**src/rtl/cpu_bus_pkg.sv**
```systemverilog
// Shared definitions for the CPU-side split-transaction memory bus.
package cpu_bus_pkg;

  // Requester identifiers, also stored in the owner FIFO
  localparam logic REQ_INST = 1'b0;
  localparam logic REQ_DATA = 1'b1;

  localparam logic [1:0] SIZE_B = 2'd0;
  localparam logic [1:0] SIZE_H = 2'd1;
  localparam logic [1:0] SIZE_W = 2'd2;

  typedef enum logic {
    StFree,
    StLocked
  } lock_state_e;

  // Pointer width that stays legal for a depth of one
  function automatic int unsigned ptr_width(input int unsigned depth);
    return (depth > 1) ? $clog2(depth) : 1;
  endfunction

endpackage

```
**src/rtl/owner_fifo.sv**
```systemverilog
// Small synchronous FIFO with async active-low clear; tracks which requester owns each
// accepted-but-unanswered memory transaction.
module owner_fifo
  import cpu_bus_pkg::*;
#(
  parameter int unsigned WIDTH = 1,
  parameter int unsigned DEPTH = 2
) (
  input  logic             i_clk,
  input  logic             i_resetn,
  input  logic             i_push,
  input  logic             i_pop,
  input  logic [WIDTH-1:0] i_din,
  output logic [WIDTH-1:0] o_dout,
  output logic             o_full,
  output logic             o_empty
);

  localparam int unsigned PtrW = ptr_width(DEPTH);
  localparam int unsigned CntW = $clog2(DEPTH) + 1;
  localparam logic [PtrW-1:0] LastPtr = PtrW'(DEPTH - 1);
  localparam logic [CntW-1:0] FullCnt = CntW'(DEPTH);

  logic [WIDTH-1:0] r_mem [DEPTH];
  logic [PtrW-1:0]  r_wptr;
  logic [PtrW-1:0]  r_rptr;
  logic [CntW-1:0]  r_count;

  logic             w_push_en;
  logic             w_pop_en;
  logic [PtrW-1:0]  w_wptr_nxt;
  logic [PtrW-1:0]  w_rptr_nxt;
  logic [CntW-1:0]  w_count_nxt;

  assign o_full  = (r_count == FullCnt);
  assign o_empty = (r_count == '0);
  assign o_dout  = r_mem[r_rptr];

  // Overflow and underflow requests are dropped so the count can never wrap
  assign w_push_en = i_push & ~o_full;
  assign w_pop_en  = i_pop & ~o_empty;

  always_comb begin
    w_wptr_nxt  = r_wptr;
    w_rptr_nxt  = r_rptr;
    w_count_nxt = r_count;
    if (w_push_en) begin
      w_wptr_nxt = (r_wptr == LastPtr) ? '0 : r_wptr + 1'b1;
    end
    if (w_pop_en) begin
      w_rptr_nxt = (r_rptr == LastPtr) ? '0 : r_rptr + 1'b1;
    end
    unique case ({w_push_en, w_pop_en})
      2'b10:   w_count_nxt = r_count + 1'b1;
      2'b01:   w_count_nxt = r_count - 1'b1;
      default: w_count_nxt = r_count;
    endcase
  end

  always_ff @(posedge i_clk or negedge i_resetn) begin
    if (!i_resetn) begin
      r_wptr  <= '0;
      r_rptr  <= '0;
      r_count <= '0;
    end else begin
      r_wptr  <= w_wptr_nxt;
      r_rptr  <= w_rptr_nxt;
      r_count <= w_count_nxt;
    end
  end

  always_ff @(posedge i_clk or negedge i_resetn) begin
    if (!i_resetn) begin
      for (int i = 0; i < int'(DEPTH); i++) begin
        r_mem[i] <= '0;
      end
    end else if (w_push_en) begin
      r_mem[r_wptr] <= i_din;
    end
  end

endmodule

```
**src/rtl/cpu_mem_arbiter.sv**
```systemverilog
// Arbitrates the inst and data requesters onto one split-transaction memory port and
// routes in-order responses back to whichever requester issued each accepted request.
module cpu_mem_arbiter
  import cpu_bus_pkg::*;
#(
  parameter int unsigned MAX_OUT = 2
) (
  input  logic        i_clk,
  input  logic        i_resetn,

  input  logic        i_inst_req,
  input  logic        i_inst_wr,
  input  logic [1:0]  i_inst_size,
  input  logic [31:0] i_inst_addr,
  input  logic [3:0]  i_inst_wstrb,
  input  logic [31:0] i_inst_wdata,
  output logic        o_inst_addr_ok,
  output logic        o_inst_data_ok,
  output logic [31:0] o_inst_rdata,

  input  logic        i_data_req,
  input  logic        i_data_wr,
  input  logic [1:0]  i_data_size,
  input  logic [31:0] i_data_addr,
  input  logic [3:0]  i_data_wstrb,
  input  logic [31:0] i_data_wdata,
  output logic        o_data_addr_ok,
  output logic        o_data_data_ok,
  output logic [31:0] o_data_rdata,

  output logic        o_mem_req,
  output logic        o_mem_wr,
  output logic [1:0]  o_mem_size,
  output logic [31:0] o_mem_addr,
  output logic [3:0]  o_mem_wstrb,
  output logic [31:0] o_mem_wdata,
  input  logic        i_mem_addr_ok,
  input  logic        i_mem_data_ok,
  input  logic [31:0] i_mem_rdata
);

  lock_state_e r_state;
  lock_state_e w_state_nxt;
  logic        r_owner;
  logic        w_owner_nxt;

  logic        w_sel;
  logic        w_sel_valid;
  logic        w_accept;
  logic        w_pop;
  logic        w_full;
  logic        w_empty;
  logic        w_head;

  always_comb begin
    w_sel       = REQ_INST;
    w_sel_valid = 1'b0;
    o_mem_wr    = 1'b0;
    o_mem_size  = SIZE_B;
    o_mem_addr  = '0;
    o_mem_wstrb = '0;
    o_mem_wdata = '0;

    // A stalled request keeps the port until the memory takes it
    if (r_state == StLocked) begin
      w_sel = r_owner;
    end else begin
      w_sel = i_data_req ? REQ_DATA : REQ_INST;
    end

    if (w_sel == REQ_DATA) begin
      w_sel_valid = i_data_req;
      o_mem_wr    = i_data_wr;
      o_mem_size  = i_data_size;
      o_mem_addr  = i_data_addr;
      o_mem_wstrb = i_data_wstrb;
      o_mem_wdata = i_data_wdata;
    end else begin
      w_sel_valid = i_inst_req;
      o_mem_wr    = i_inst_wr;
      o_mem_size  = i_inst_size;
      o_mem_addr  = i_inst_addr;
      o_mem_wstrb = i_inst_wstrb;
      o_mem_wdata = i_inst_wdata;
    end
  end

  // Reset gates the handshakes so they fall the moment resetn drops
  assign o_mem_req      = i_resetn & w_sel_valid & ~w_full;
  assign w_accept       = o_mem_req & i_mem_addr_ok;
  assign o_inst_addr_ok = w_accept & (w_sel == REQ_INST);
  assign o_data_addr_ok = w_accept & (w_sel == REQ_DATA);

  assign w_pop          = i_resetn & i_mem_data_ok & ~w_empty;
  assign o_inst_data_ok = w_pop & (w_head == REQ_INST);
  assign o_data_data_ok = w_pop & (w_head == REQ_DATA);
  assign o_inst_rdata   = i_mem_rdata;
  assign o_data_rdata   = i_mem_rdata;

  always_comb begin
    w_state_nxt = r_state;
    w_owner_nxt = r_owner;
    unique case (r_state)
      StFree: begin
        if (o_mem_req && !i_mem_addr_ok) begin
          w_state_nxt = StLocked;
          w_owner_nxt = w_sel;
        end
      end
      StLocked: begin
        if (i_mem_addr_ok) begin
          w_state_nxt = StFree;
        end
      end
      default: w_state_nxt = StFree;
    endcase
  end

  always_ff @(posedge i_clk or negedge i_resetn) begin
    if (!i_resetn) begin
      r_state <= StFree;
      r_owner <= REQ_INST;
    end else begin
      r_state <= w_state_nxt;
      r_owner <= w_owner_nxt;
    end
  end

  owner_fifo #(
    .WIDTH (1),
    .DEPTH (MAX_OUT)
  ) u_owner_fifo (
    .i_clk    (i_clk),
    .i_resetn (i_resetn),
    .i_push   (w_accept),
    .i_pop    (w_pop),
    .i_din    (w_sel),
    .o_dout   (w_head),
    .o_full   (w_full),
    .o_empty  (w_empty)
  );

`ifndef SYNTHESIS
  a_req_held: assert property (@(posedge i_clk) disable iff (!i_resetn)
    (o_mem_req && !i_mem_addr_ok) |=> (o_mem_req && (o_mem_addr == $past(o_mem_addr))));
`endif

endmodule

```
**config.mk**
```make
export PLATFORM = sky130hd
export DESIGN_NAME = cpu_mem_arbiter
export DESIGN_NICKNAME = d
export VERILOG_FILES = /design/src/rtl/cpu_bus_pkg.sv /design/src/rtl/owner_fifo.sv /design/src/rtl/cpu_mem_arbiter.sv
export SDC_FILE = /design/constraint.sdc
export NUM_CORES = 1
export LEC_CHECK = 0
export BUFFER_PORTS_ARGS = -buffer_cell sky130_fd_sc_hd__buf_2
export CAP_MARGIN = 20
export CORE_AREA = 2 2 125 127
export CTS_BUF_LIST = sky130_fd_sc_hd__clkbuf_16
export DETAILED_ROUTE_END_ITERATION = 10
export DIE_AREA = 0 0 127 129
export MAX_ROUTING_LAYER = met4
export PLACE_DENSITY_LB_ADDON = 0.15
export RECOVER_POWER = 100
export SYNTH_ARGS = -nofsm -noshare
export SYNTH_HDL_FRONTEND = slang
export SYNTH_SLANG_ARGS = --single-unit
export TNS_END_PERCENT = 50
```
**constraint.sdc**
```tcl
create_clock -name i_clk -period 1.6 [get_ports i_clk]
set_input_delay 0.24 -clock i_clk [delete_from_list [all_inputs] [get_ports i_clk]]
set_output_delay 0.24 -clock i_clk [all_outputs]
set_load 0.02 [all_outputs]
```
==> impl_summary.log <==
INFO  metric dieArea = around 0.016 sq mm
INFO  metric fin_worst_skew = between 2 and 2.5 ps
INFO  metric clk_latency = 230 ps
INFO  metric timing_hold_violations_final = 0
INFO  metric global_route.overflow_total = 0
INFO  metric failed_checks = setup timing
INFO  metric postSynthCellCount = between 300 and 400
INFO  metric vias = 2750
INFO  metric critical_path.endpoint_type = output pin
INFO  metric grt_util_all_layers = 0.0909
INFO  metric powerDensity = 1160 mW/mm^2
INFO  metric min_to = r_state
INFO  metric syn_nets = between 500 and 600
INFO  metric top_cells_by_instance_count_after_synthesis = nand2_1, buf_4, buf_2, dfrtp_1, clkbuf_1
INFO  metric ys.flop_type = dfrtp_1
INFO  metric r2r_start = r_state
INFO  metric synth.ff_latch_count = 8
INFO  metric rrSetupSlack = -110 ps
INFO  metric min_from = i_mem_addr_ok
INFO  metric layout-area-overhead-vs-synth = 130%
INFO  metric rsz0062_at_grt = true
INFO  metric fp.dieH = between 100 and 150 um
INFO  metric synth_enable_flop_cells = 0
INFO  metric floorplan.initialDensity = 0.121
INFO  metric setup_viol_count_final = a little under 80
INFO  metric finalNetCount = between 700 and 800
INFO  metric antenna_violating_nets_remaining = 0
INFO  metric filler_cell_count = about 1600
INFO  metric grt_pass1_vias = between 2000 and 2500
INFO  metric dp.final_hpwl = roughly 6000 um
INFO  metric place.port_buffers = about 220
INFO  metric synthesis.area = around 0.0018 sq mm
INFO  metric power_leakage = 2.35 nW
INFO  metric report.power.total = between 4 and 5 mW
INFO  metric number_of_i_o_pins = 320
INFO  metric worst-endpoint-required = about 1400 ps
INFO  metric worstHoldPathCells = 2
INFO  metric cts-root-to-sink-buffers = 2
INFO  metric grt_start_max_net_pins = 41
INFO  metric yosysUniqueCellTypes = 26
INFO  metric cap_violations = 0
INFO  metric post_layout_nonfiller_instances = 707
INFO  metric std_cell_rows = 45
INFO  metric run_status = finished with violations
INFO  metric slew_violations = 0
INFO  metric final.setup.tns = -19580 ps
INFO  metric core_area = ~0.015 sq mm
INFO  metric rr_endpoint = u_owner_fifo.r_count[1]
INFO  metric clk_pin_slew_worst_paths = 40 ps
INFO  metric cp_data_arrival_time = ~1700 ps
INFO  metric ys.warnings.count = 0
INFO  metric crit_path_start_kind = flip-flop
INFO  metric timing.setup.critical_path_class = flip-flop to output pin
INFO  metric clock_tree_from_tritoncts = built
INFO  metric post-route-min-period = ~1900 ps
INFO  metric min_period_over_period = 1.18
INFO  metric ff2ff_path_depth = 8
INFO  metric path_max_fanout = 8
INFO  metric yosysTopAreaCellShare = 0.444
INFO  metric cts_sinks = 8
INFO  metric placed_insts = around 680
INFO  metric yosysTopAreaCell = nand2_1
INFO  metric post-route-worst-setup-slack = -296 ps
INFO  metric via_to_cell_ratio = 3.89
INFO  metric dpl-instance-area = between 0.002 and 0.003 sq mm
INFO  metric tightest_slew = just under 400 ps
INFO  metric design_area = around 0.0042 sq mm
INFO  metric grt_antenna_before_repair = 0
INFO  metric drt_wl_total = approximately 10000 um
INFO  metric postSynth.asyncResetShare = 1.00
INFO  metric antenna_cells_inserted = 0
INFO  metric yosysMostFrequentCell = nand2_1
INFO  metric detailedRoute.firstIterationViolations = a little over 100
INFO  metric achievable_frequency = between 0.5 and 0.6 GHz
INFO  metric globalplace.congestion = ~0.75
INFO  metric clock-root-buffer = clkbuf_16
INFO  metric length_of_the_first_detailed_routing_pass_in_iterations = 4
INFO  metric synthTopCellsByArea = nand2_1, buf_4, dfrtp_1
INFO  metric timing.slew.headroom = 0.740
INFO  metric irDropWorstVdd = approximately 0.00041 V
INFO  metric class_of_the_tightest_hold_or_removal_check = input port to flip-flop
INFO  metric ctsHtreeMaxLevel = 1
INFO  metric chipWidth = 127 um
INFO  metric numCtsBuffers = 3
INFO  metric post_route_cells_drive_above_1_share = 0.699
INFO  metric global_route_wire_length_before_repair = approximately 11000 um
INFO  metric synthesis.area_per_instance = between 5 and 6 sq um
INFO  metric synth_sequential_area_ratio = 0.111
INFO  metric timing.hold.ws = between 300 and 400 ps
INFO  metric routed_wire_length_per_instance = between 10 and 15 um
INFO  metric drt_drc_violations_left = 0
## kinds of logic after synthesis
kind of cell,synth area share
AO/OA/AOI/OAI,0.0256
XOR/XNOR,0.0242
adder cells (fa/ha/maj),0.00692
buffers and inverters,0.310
flip-flops,0.111
multiplexers,0.0367
AND/OR/NAND/NOR,0.486
## registers in the layout, indices dropped and copies added, names as in the netlist
signal / flops
u_owner_fifo.r_count: 2
u_owner_fifo.r_rptr: 1
r_state: 1
u_owner_fifo.r_mem: 2
u_owner_fifo.r_wptr: 1
r_owner: 1
## metrics by stage
step / setup WS [ps] / util
detailed placement: -60.6 / 0.185
floorplan: -16.1 / -
global placement: -50.2 / 0.185
CTS: -306 / 0.214
finish: -296 / 0.278
global route: -347 / 0.278
## worst max-delay path: stages, from the launching register on
cell and delay (ps):
dfrtp_1 410, buf_6 130, mux2i_4 260, buf_6 200, clkbuf_16 180, nand2_2 60
nand2_2 70, buf_6 110
## report_power, final
part / internal, mW / total, mW / switching [mW]
combinational: 2.03 / 4.03 / 2.00
clock: 0.322 / 0.415 / 0.0934
sequential: 0.303 / 0.379 / 0.0757
total: 2.65 / 4.82 / 2.17
## layout by cell type, fill, tap and decap left out, types with 2 or more instances in the layout
master	synthesis	routed
buf_16	0	4
mux2_4	0	2
xnor2_1	4	4
buf_6	0	76
clkbuf_1	7	4
nand2_2	0	62
nand2_4	0	27
clkbuf_16	0	12
nor2_1	4	3
nand2_1	214	125
buf_4	64	14
buf_12	0	5
dfrtp_1	8	7
buf_2	10	150
## repair_timing
action / in CTS / in global routing
hold buffers: 1 / 0
buffers inserted: 7 / 2
resized for setup: 65 / 215
setup endpoints to repair: 76 / 79
hold endpoints to repair: 8 / 0
pin swaps: 5 / 49
cloned: 4 / 13
## worst max path at each step
stage | from | end | slack, ps | depth (start not counted)
floorplan | r_state | u_owner_fifo.r_count[1] | -20 | 9
global placement | r_state | o_mem_wdata[18] | -50 | 6
detailed placement | r_state | o_mem_wdata[18] | -60 | 6
CTS | r_state | o_mem_wdata[3] | -310 | 8
global route | r_state | o_mem_addr[8] | -350 | 6
finish | r_state | o_mem_wdata[3] | -300 | 7
## area by class of cell
cell class / count / area (sq um) / share of cell area
Timing Repair Buffer: 263 / 2170 / 0.521
Clock buffer: 3 / 75.1 / 0.0180
Multi-Input combinational cell: 244 / 1480 / 0.355
Inverter: 1 / 3.75 / 0.000901
Sequential cell: 8 / 201 / 0.0484
Tap cell: 188 / 235 / 0.0565
## routing by layer
layer,part of all wire,GRT usage,up-vias
met1,0.37,0.0912,1234
met5,0,-,-
met3,0.074,0.0137,18
met4,0.018,0.0175,0
li1,-,-,1321
met2,0.54,0.185,177
Power figures use the tool's default switching activity.
